### src/rtl/mem_bus_decoder.sv
// CPU-bus slave: decodes a word address to SDRAM / boot ROM / I/O, forwards the
// region-relative request and returns read data with a one-cycle done pulse.
module mem_bus_decoder #(
    parameter logic [26:0] SDRAM_WORDS    = 27'h1000000,
    parameter logic [26:0] IO_BASE        = 27'h7000000,
    parameter logic [26:0] IO_WORDS       = 27'h0010000,
    parameter logic [26:0] ROM_BASE       = 27'h7800000,
    parameter logic [26:0] ROM_WORDS      = 27'h0000400,
    parameter int          TIMEOUT_CYCLES = 1024
) (
    input  logic        clk,
    input  logic        reset,
    input  logic [26:0] bus_addr,
    input  logic [31:0] bus_data,
    input  logic        bus_we,
    input  logic        bus_start,
    output logic [31:0] bus_q,
    output logic        bus_done,
    output logic        bus_err,
    output logic [26:0] tgt_addr,
    output logic [31:0] tgt_data,
    output logic        tgt_we,
    output logic [2:0]  tgt_start,
    input  logic [2:0]  tgt_done,
    input  logic [95:0] tgt_q
);

    localparam logic [1:0] IDLE = 2'd0;
    localparam logic [1:0] REQ  = 2'd1;
    localparam logic [1:0] RESP = 2'd2;

    localparam logic [15:0] CNT_LAST = 16'(TIMEOUT_CYCLES - 1);

    logic [1:0]  state;
    logic [15:0] cnt;

    // 28-bit compares so base+words never wraps at the top of the address space
    logic [27:0] addr28;
    logic        hit_sdram, hit_rom, hit_io;
    assign addr28    = {1'b0, bus_addr};
    assign hit_sdram = addr28 < {1'b0, SDRAM_WORDS};
    assign hit_rom   = (addr28 >= {1'b0, ROM_BASE}) &&
                       (addr28 < ({1'b0, ROM_BASE} + {1'b0, ROM_WORDS}));
    assign hit_io    = (addr28 >= {1'b0, IO_BASE}) &&
                       (addr28 < ({1'b0, IO_BASE} + {1'b0, IO_WORDS}));

    logic        sel_done;
    logic [31:0] sel_q;
    assign sel_done = |(tgt_done & tgt_start);

    always_comb begin
        sel_q = 32'h0;
        case (tgt_start)
            3'b001:  sel_q = tgt_q[31:0];
            3'b010:  sel_q = tgt_q[63:32];
            3'b100:  sel_q = tgt_q[95:64];
            default: sel_q = 32'h0;
        endcase
    end

    always_ff @(posedge clk or posedge reset) begin
        if (reset) begin
            state     <= IDLE;
            cnt       <= 16'h0;
            bus_q     <= 32'h0;
            bus_done  <= 1'b0;
            bus_err   <= 1'b0;
            tgt_addr  <= 27'h0;
            tgt_data  <= 32'h0;
            tgt_we    <= 1'b0;
            tgt_start <= 3'b000;
        end else begin
            case (state)
                IDLE: begin
                    bus_done <= 1'b0;
                    cnt      <= 16'h0;
                    if (bus_start) begin
                        tgt_data <= bus_data;
                        tgt_we   <= bus_we;
                        if (hit_sdram) begin
                            tgt_addr  <= bus_addr;
                            tgt_start <= 3'b001;
                            state     <= REQ;
                        end else if (hit_rom) begin
                            tgt_addr  <= bus_addr - ROM_BASE;
                            tgt_start <= 3'b010;
                            state     <= REQ;
                        end else if (hit_io) begin
                            tgt_addr  <= bus_addr - IO_BASE;
                            tgt_start <= 3'b100;
                            state     <= REQ;
                        end else begin
                            tgt_addr <= bus_addr;
                            bus_q    <= 32'h0;
                            bus_err  <= 1'b1;
                            bus_done <= 1'b1;
                            state    <= RESP;
                        end
                    end
                end
                REQ: begin
                    // done beats a timeout landing in the same cycle
                    if (sel_done) begin
                        bus_q     <= sel_q;
                        bus_err   <= 1'b0;
                        bus_done  <= 1'b1;
                        tgt_start <= 3'b000;
                        state     <= RESP;
                    end else if (cnt == CNT_LAST) begin
                        bus_q     <= 32'h0;
                        bus_err   <= 1'b1;
                        bus_done  <= 1'b1;
                        tgt_start <= 3'b000;
                        state     <= RESP;
                    end else begin
                        cnt <= cnt + 16'h1;
                    end
                end
                RESP: begin
                    bus_done <= 1'b0;
                    cnt      <= 16'h0;
                    state    <= IDLE;
                end
                default: begin
                    bus_done  <= 1'b0;
                    tgt_start <= 3'b000;
                    state     <= IDLE;
                end
            endcase
        end
    end

endmodule

### config.mk
export PLATFORM = sky130hd
export DESIGN_NAME = mem_bus_decoder
export DESIGN_NICKNAME = d
export VERILOG_FILES = /design/src/rtl/mem_bus_decoder.sv
export SDC_FILE = /design/constraint.sdc
export NUM_CORES = 1
export LEC_CHECK = 0
export CORE_MARGIN = 2
export CORE_UTILIZATION = 35
export CTS_CLUSTER_SIZE = 10
export DETAILED_ROUTE_END_ITERATION = 12
export PLACE_DENSITY = 0.73
export SYNTH_ARGS = -nofsm -noshare
export SYNTH_HDL_FRONTEND = slang
export SYNTH_SLANG_ARGS = --single-unit
### constraint.sdc
create_clock -name clk -period 3.6 [get_ports clk]
set_input_delay 0.72 -clock clk [delete_from_list [all_inputs] [get_ports clk]]
set_output_delay 0.72 -clock clk [all_outputs]
set_load 0.005 [all_outputs]
==> results of run 1 <==
## kinds of logic (layout without fill, tap and decap cells)
family / Yosys count / count (layout)
compound gates: 133 / 133
flops: 115 / 115
mux: 7 / 7
fa+ha+maj: 4 / 4
buf+inv: 51 / 313
xor+xnor: 7 / 7
simple gates: 293 / 293
## worst max-delay path: stages
cell and delay, ps:
clkdlybuf4s50_1 420, nor4_1 570, and4_1 370, a22oi_1 190
o211ai_2 190, buf_4 360, a32o_1 230
## cell type report
| type | instances | area (sq um) | area share [%] |
|---|---|---|---|
| Multi-Input combinational cell | 444 | 2480 | 27.6 |
| Inverter | 8 | 33.8 | 0.375 |
| Timing Repair Buffer | 273 | 2730 | 30.4 |
| Clock buffer | 21 | 480 | 5.34 |
| Tap cell | 216 | 270 | 3.00 |
| Sequential cell | 115 | 2880 | 32.0 |
| Clock inverter | 11 | 126 | 1.40 |
## per-layer routing
layer  up-vias  wire length [microns]  track usage, %
li1       2645                      -               -
met1      2542                   7490            25.3
met2       232                   7930            31.8
met3        24                   1780            8.24
met4         0                    303            7.78
met5         -                      0               0
## registers in the layout, summed over array words and instances (netlist names)
| signal | count |
|---|---|
| state | 2 |
| tgt_data | 32 |
| cnt | 16 |
| tgt_addr | 27 |
| bus_done | 1 |
| bus_err | 1 |
| tgt_start | 3 |
| tgt_we | 1 |
| bus_q | 32 |
## power breakdown
| part | internal [uW] | total, uW | switching (uW) | leakage, uW |
|---|---|---|---|---|
| registers | 1690 | 1940 | 248 | 0.00149 |
| logic | 1220 | 2280 | 1060 | 0.00214 |
| clock network | 1090 | 1710 | 620 | 0.000276 |
| total | 4010 | 5930 | 1930 | 0.00391 |
## per-stage QoR
| stage | utilization, % | cells | setup WS (ps) | instance area, sq um | hold WS (ps) |
|---|---|---|---|---|---|
| finish | 57.3 | 1088 | 857 | 9000 | 470 |
| global route | 57.3 | 1088 | 695 | 9000 | 482 |
| CTS | 57.3 | 1088 | 891 | 9000 | 474 |
| detailed placement | 53.4 | 1056 | 455 | 8390 | 461 |
| global placement | 53.4 | 1056 | 527 | 8390 | 457 |
| floorplan | - | 610 | 1230 | 5550 | 470 |
## cells in the final DEF (no fill, tap or decap), types with 4 or more instances in the layout
master           Yosys  routed
a22oi_1             33      33
a32o_1              32      32
and2_1               7       7
and4_1               5       5
buf_4                0      12
clkbuf_16            0      17
clkbuf_8             0       4
clkdlybuf4s50_1      0     258
clkinvlp_4           0       8
dfrtp_1            115     115
ha_1                 4       4
inv_1                8       7
mux2i_1              7       7
nand2_1            226     225
nand2b_1             7       7
nand3_1              6       6
nand4_1              6       6
nor2_1               6       6
nor3_1               9       8
nor4_1               6       6
nor4b_1              4       4
o211ai_1             5       5
o21a_1               4       4
o21ai_0             39      39
xor2_1               5       5
## worst max-delay path by stage
| stage | endpoint | cells after the start | slack, ps | start |
|---|---|---|---|---|
| 6_report | bus_q[31]$_DFFE_PP0P_ | 7 | 860 | bus_addr[19] |
| 5_1_grt | bus_q[21]$_DFFE_PP0P_ | 8 | 700 | bus_addr[24] |
| 4_1_cts | bus_q[20]$_DFFE_PP0P_ | 7 | 890 | bus_addr[19] |
| 3_5_place_dp | bus_q[30]$_DFFE_PP0P_ | 7 | 450 | bus_addr[19] |
| 3_3_place_gp | bus_q[30]$_DFFE_PP0P_ | 7 | 530 | bus_addr[19] |
| 2_1_floorplan | cnt[14]$_DFFE_PP0P_ | 7 | 1230 | tgt_done[0] |
## cell usage after synthesis (2+ instances only)
master and number:
a21oi_1 2, a22oi_1 33, xnor2_1 2, ha_1 4, nand4_1 6, nand2b_1 7
nor4b_1 4, nor2b_1 3, and4_1 5, nand2_1 226, buf_2 6, nor2_1 6
o31ai_1 2, clkbuf_1 35, o211ai_1 5, a32o_1 32, nor4_1 6, nor3_1 9
and2_1 7, and2b_1 2, xor2_1 5, o21ai_0 39, nand3_1 6, mux2i_1 7
dfrtp_1 115, o21a_1 4, inv_1 8, or3_1 3, a31oi_1 3
==> summary.txt, run 1 <==
Status -> finished clean
Drt wl/cell -> 16.1 microns
Multiplexer area fraction after synthesis -> 1.26%
Largest family of logic cells by synthesized area -> simple AND/OR/NAND/NOR gates
ANT nets after route -> 0
Peak Freq -> 365 MHz
Die Ht -> 130 microns
Syn Nets -> 776
Min-delay src -> tgt_data[31]$_DFFE_PP0P_
Later-pin clock latency in the skew report -> 410 ps
Vias/cell -> 5.00
Synth Area per Inst -> 9.10 sq um
Top cells by area, synth -> dfrtp_1, nand2_1, a32o_1
Num Clock Sinks -> 115
Worst slew margin -> 20.5%
Synth Area in Adders -> 0.902%
Crit path launch type -> primary input
EDFF count, synth -> 0
Synth async-reset ratio -> 100%
Synth Register Bits -> 115
Setup TNS -> 0 ps
CTS Buffer Depth -> 2
Final Max Slew Viols -> 0
Final Skew -> 5.93 ps
Largest net degree at the start of global routing -> 63
Post-synthesis simple-gate area fraction -> 23.0%
Hold Path End -> tgt_data[31]$_DFFE_PP0P_
PwrDens -> 659 nW/um^2
Routed wire length -> 17.5 mm
Hpwl dp -> 12.7 mm
Htree depth -> 4
Final nets -> 1,025
Leak Pwr -> 0.00391 uW
Syn Inst Count -> 610
Gr ovfl total -> 0
Post-synth top flop -> dfrtp_1
Iter 0 DRT Violations -> 215
Die X -> 130 microns
Top-area cell type share of the netlist area -> 51.9%
Reg2Reg Depth -> 6
Initial DRT Pass Iterations -> 5
Root Driver -> clkbuf_16
R2R Setup Slk -> 1050 ps
# setup viols final -> 0
CORE AREA -> 15,700 sq um
Worst EP required -> 3940 ps
Reg clk slew, reported paths -> 50 ps
Max cap viols -> 0
Yosys Warn Count -> 0
# fillers -> 1,405
Worst min path class -> reg2reg
Buffers on Ports -> 258
IO Count -> 259
CTS hold repair buffers -> 0
CP Max Fanout -> 34
Gr usage total -> 20.3%
Synth area leader -> dfrtp_1
First-pass GRT wire length -> 26.6 mm
Post-CTS resize count -> 0
Mapped Area -> 5550 sq um
Power Total -> 5930 uW
Final Critical Period -> 2740 ps
Worst r2r src -> tgt_start[1]$_DFFE_PP0P_
Setup crit end kind -> flop
RSZ-0062 raised after global routing -> no
Kind of critical path -> in2reg
Initial antenna violation count -> 0
FP Rows -> 46
DRC Markers -> 0
Final period utilization -> 76.2%
R2R Path End -> cnt[14]$_DFFE_PP0P_
Arr. time, crit path -> 3090 ps
WHS Path Cells -> 2
Number of global-route vias before repair -> 5,243
IR drop worst, VDD -> 0.469 mV
Final Hold Viols -> 0
Ant diodes -> 0
Share of the yosys chip area belonging to registers -> 51.9%
Postcts setup bufs -> 0
Area Growth Syn to Fin -> 62.2%
CTS tree -> built
Share of layout cells above drive strength 1 -> 6.42%
Tightest Pin Transition -> 1190 ps
Vias -> 5,443
DIE AREA -> 16,900 sq um
Synth Area in XOR/XNOR -> 1.10%
TritonCTS Buffers -> 17
Initial Utilization -> 35.3%
Final Wtd Congestion -> 0.799
Synth cell types -> 47
Complex-gate fraction of the synthesized area -> 18.1%
(Power assumes the default switching activity.)
==> run 2, diff against run 1 <==
==> constraint.sdc (replaced) <==
create_clock -name clk -period 2.4 [get_ports clk]
set_input_delay 0.48 -clock clk [delete_from_list [all_inputs] [get_ports clk]]
set_output_delay 0.48 -clock clk [all_outputs]
set_load 0.005 [all_outputs]
==> run 2 against run 1 <==
Via count up 2.2%. Count of clock-buffer cells in the layout down 2. Global-route usage up 1.2 points. Non-clock buffer count up 35. Cell count up 3.2%. Sequential share of layout area down 0.99 points. Critical path depth up 1. Routed wire length up 2.9%. Die area unchanged. Clock power up 45%. Combinational power up 58%. Critical endpoint is now bus_q[11]$_DFFE_PP0P_. Critical path type is now reg2reg. Sequential power up 48%.
==> summary.txt, run 2 (synthesis results as in run 1) <==
Leak Pwr -> 0.00410 uW
PwrDens -> 965 nW/um^2
Vias -> 5,562
DIE AREA -> 16,900 sq um
Final Max Slew Viols -> 0
Most common cell after layout, fill and taps aside -> clkdlybuf4s50_1
Multi-input logic area -> 2490 sq um
Num Clock Sinks -> 115
# setup viols final -> 0
Post-route cell area -> 9290 sq um
Final Wtd Congestion -> 0.780
# fillers -> 1,408
DRC Markers -> 0
Hold Path End -> tgt_addr[18]$_DFFE_PP0P_
Status -> finished clean
Final Hold Viols -> 0
Min-delay src -> tgt_addr[18]$_DFFE_PP0P_
Met2 Wirelength -> 8.51 mm
Met3 wire len -> 1.92 mm
Tightest Pin Transition -> 647 ps
CTS Buffer Depth -> 2
Area post-placement -> 8690 sq um
First-pass GRT wire length -> 28.3 mm
Kind of critical path -> reg2reg
Met1 Routed Length -> 7.38 mm
Largest regs -> bus_q: 32 flops, tgt_data: 32 flops, tgt_addr: 27 flops
Gr usage total -> 21.6%
Worst EP required -> 2690 ps
ANT nets after route -> 0
CTS tree -> built
WHS Path Cells -> 2
TritonCTS Buffers -> 17
Post-CTS resize count -> 0
Drt wl/cell -> 16.0 microns
IR drop worst, VDD -> 0.605 mV
Vias/cell -> 4.95
Initial antenna violation count -> 0
R2R Path End -> bus_q[11]$_DFFE_PP0P_
Final nets -> 1,060
Ant diodes -> 0
Final Skew -> 7.27 ps
Die Ht -> 130 microns
Crit path launch type -> flop
Routed wire length -> 18.0 mm
FP Rows -> 46
Hpwl dp -> 12.9 mm
FF+latch area -> 2880 sq um
Top Metal Used -> met4
RSZ-0062 raised after global routing -> no
CTS hold repair buffers -> 0
Later-pin clock latency in the skew report -> 410 ps
Reg clk slew, reported paths -> 60 ps
Largest net degree at the start of global routing -> 116
Arr. time, crit path -> 2500 ps
Commonest non-fill, non-tap cells in the layout -> clkdlybuf4s50_1, nand2_1, dfrtp_1
Number of global-route vias before repair -> 5,639
Worst min path class -> reg2reg
Worst slew margin -> 56.9%
Htree depth -> 4
IO Count -> 259
CP Max Fanout -> 34
Buffers on Ports -> 258
Reg2Reg Depth -> 8
Gr ovfl total -> 0
Final period utilization -> 92.0%
Initial DRT Pass Iterations -> 4
Final cell count without fillers -> 1,123
Share of layout cells above drive strength 1 -> 10.1%
Peak Freq -> 453 MHz
Worst r2r src -> cnt[0]$_DFFE_PP0P_
Final setup margin -> 193 ps
Root Driver -> clkbuf_16
Final Critical Period -> 2210 ps
Power Total -> 8970 uW
CORE AREA -> 15,700 sq um
Initial Utilization -> 35.3%
Max cap viols -> 0
Post-Place Setup Slack -> -196 ps
Area Growth Syn to Fin -> 67.4%
Inst Count DP -> 1,091
R2R Setup Slk -> 190 ps
Setup crit end kind -> flop
Die X -> 130 microns
Postcts setup bufs -> 0
Iter 0 DRT Violations -> 191
## run 2: metrics by stage
stage                     hold slack [ps]  util, %  setup TNS [ps]
after floorplan                       470        -               0
after global placement                456     55.3           -5020
after detailed placement              461     55.3           -7450
after CTS                             475     59.1               0
after global routing                  493     59.1               0
final                                 468     59.1               0
## run 2: per-layer routing
| metal | global-route usage [%] | vias up |
|---|---|---|
| met5 | 0 | - |
| met3 | 8.98 | 14 |
| met1 | 25.5 | 2616 |
| li1 | - | 2711 |
| met2 | 36.1 | 221 |
| met4 | 6.39 | 0 |
## run 2: cell type report
type                    count  area share (%)
repair buffers            308            32.7
multi-input cells         444            26.8
clock inverters            13            1.45
well taps                 216            2.91
flip-flops and latches    115            31.0
clock buffers              19            4.88
inverters                   8           0.364
## run 2: worst max-delay path by stage
stage               slack, ps                from  cells past startpoint                       end
floorplan                 270         tgt_done[0]                      7       cnt[14]$_DFFE_PP0P_
global placement         -170        bus_addr[15]                      9  tgt_start[0]$_DFFE_PP0P_
detailed placement       -200        bus_addr[15]                      8     bus_q[15]$_DFFE_PP0P_
CTS                        60  cnt[0]$_DFFE_PP0P_                      8     bus_q[23]$_DFFE_PP0P_
global route               30  cnt[0]$_DFFE_PP0P_                      8     bus_q[15]$_DFFE_PP0P_
finish                    190  cnt[0]$_DFFE_PP0P_                      8     bus_q[11]$_DFFE_PP0P_
## run 2: power breakdown
| part | total, uW | switching (uW) | internal [uW] |
|---|---|---|---|
| combinational | 3600 | 1650 | 1950 |
| clock | 2480 | 911 | 1570 |
| sequential | 2880 | 341 | 2540 |
| total | 8970 | 2900 | 6070 |
## run 2: worst max-delay path, cell delays in order, from the launching register on
cell      delay, ps
dfrtp_1         380
ha_1            210
nor4b_2         250
nand4_1         180
a311oi_1        320
buf_4           170
o211ai_2        110
buf_12          210
a32o_1          260
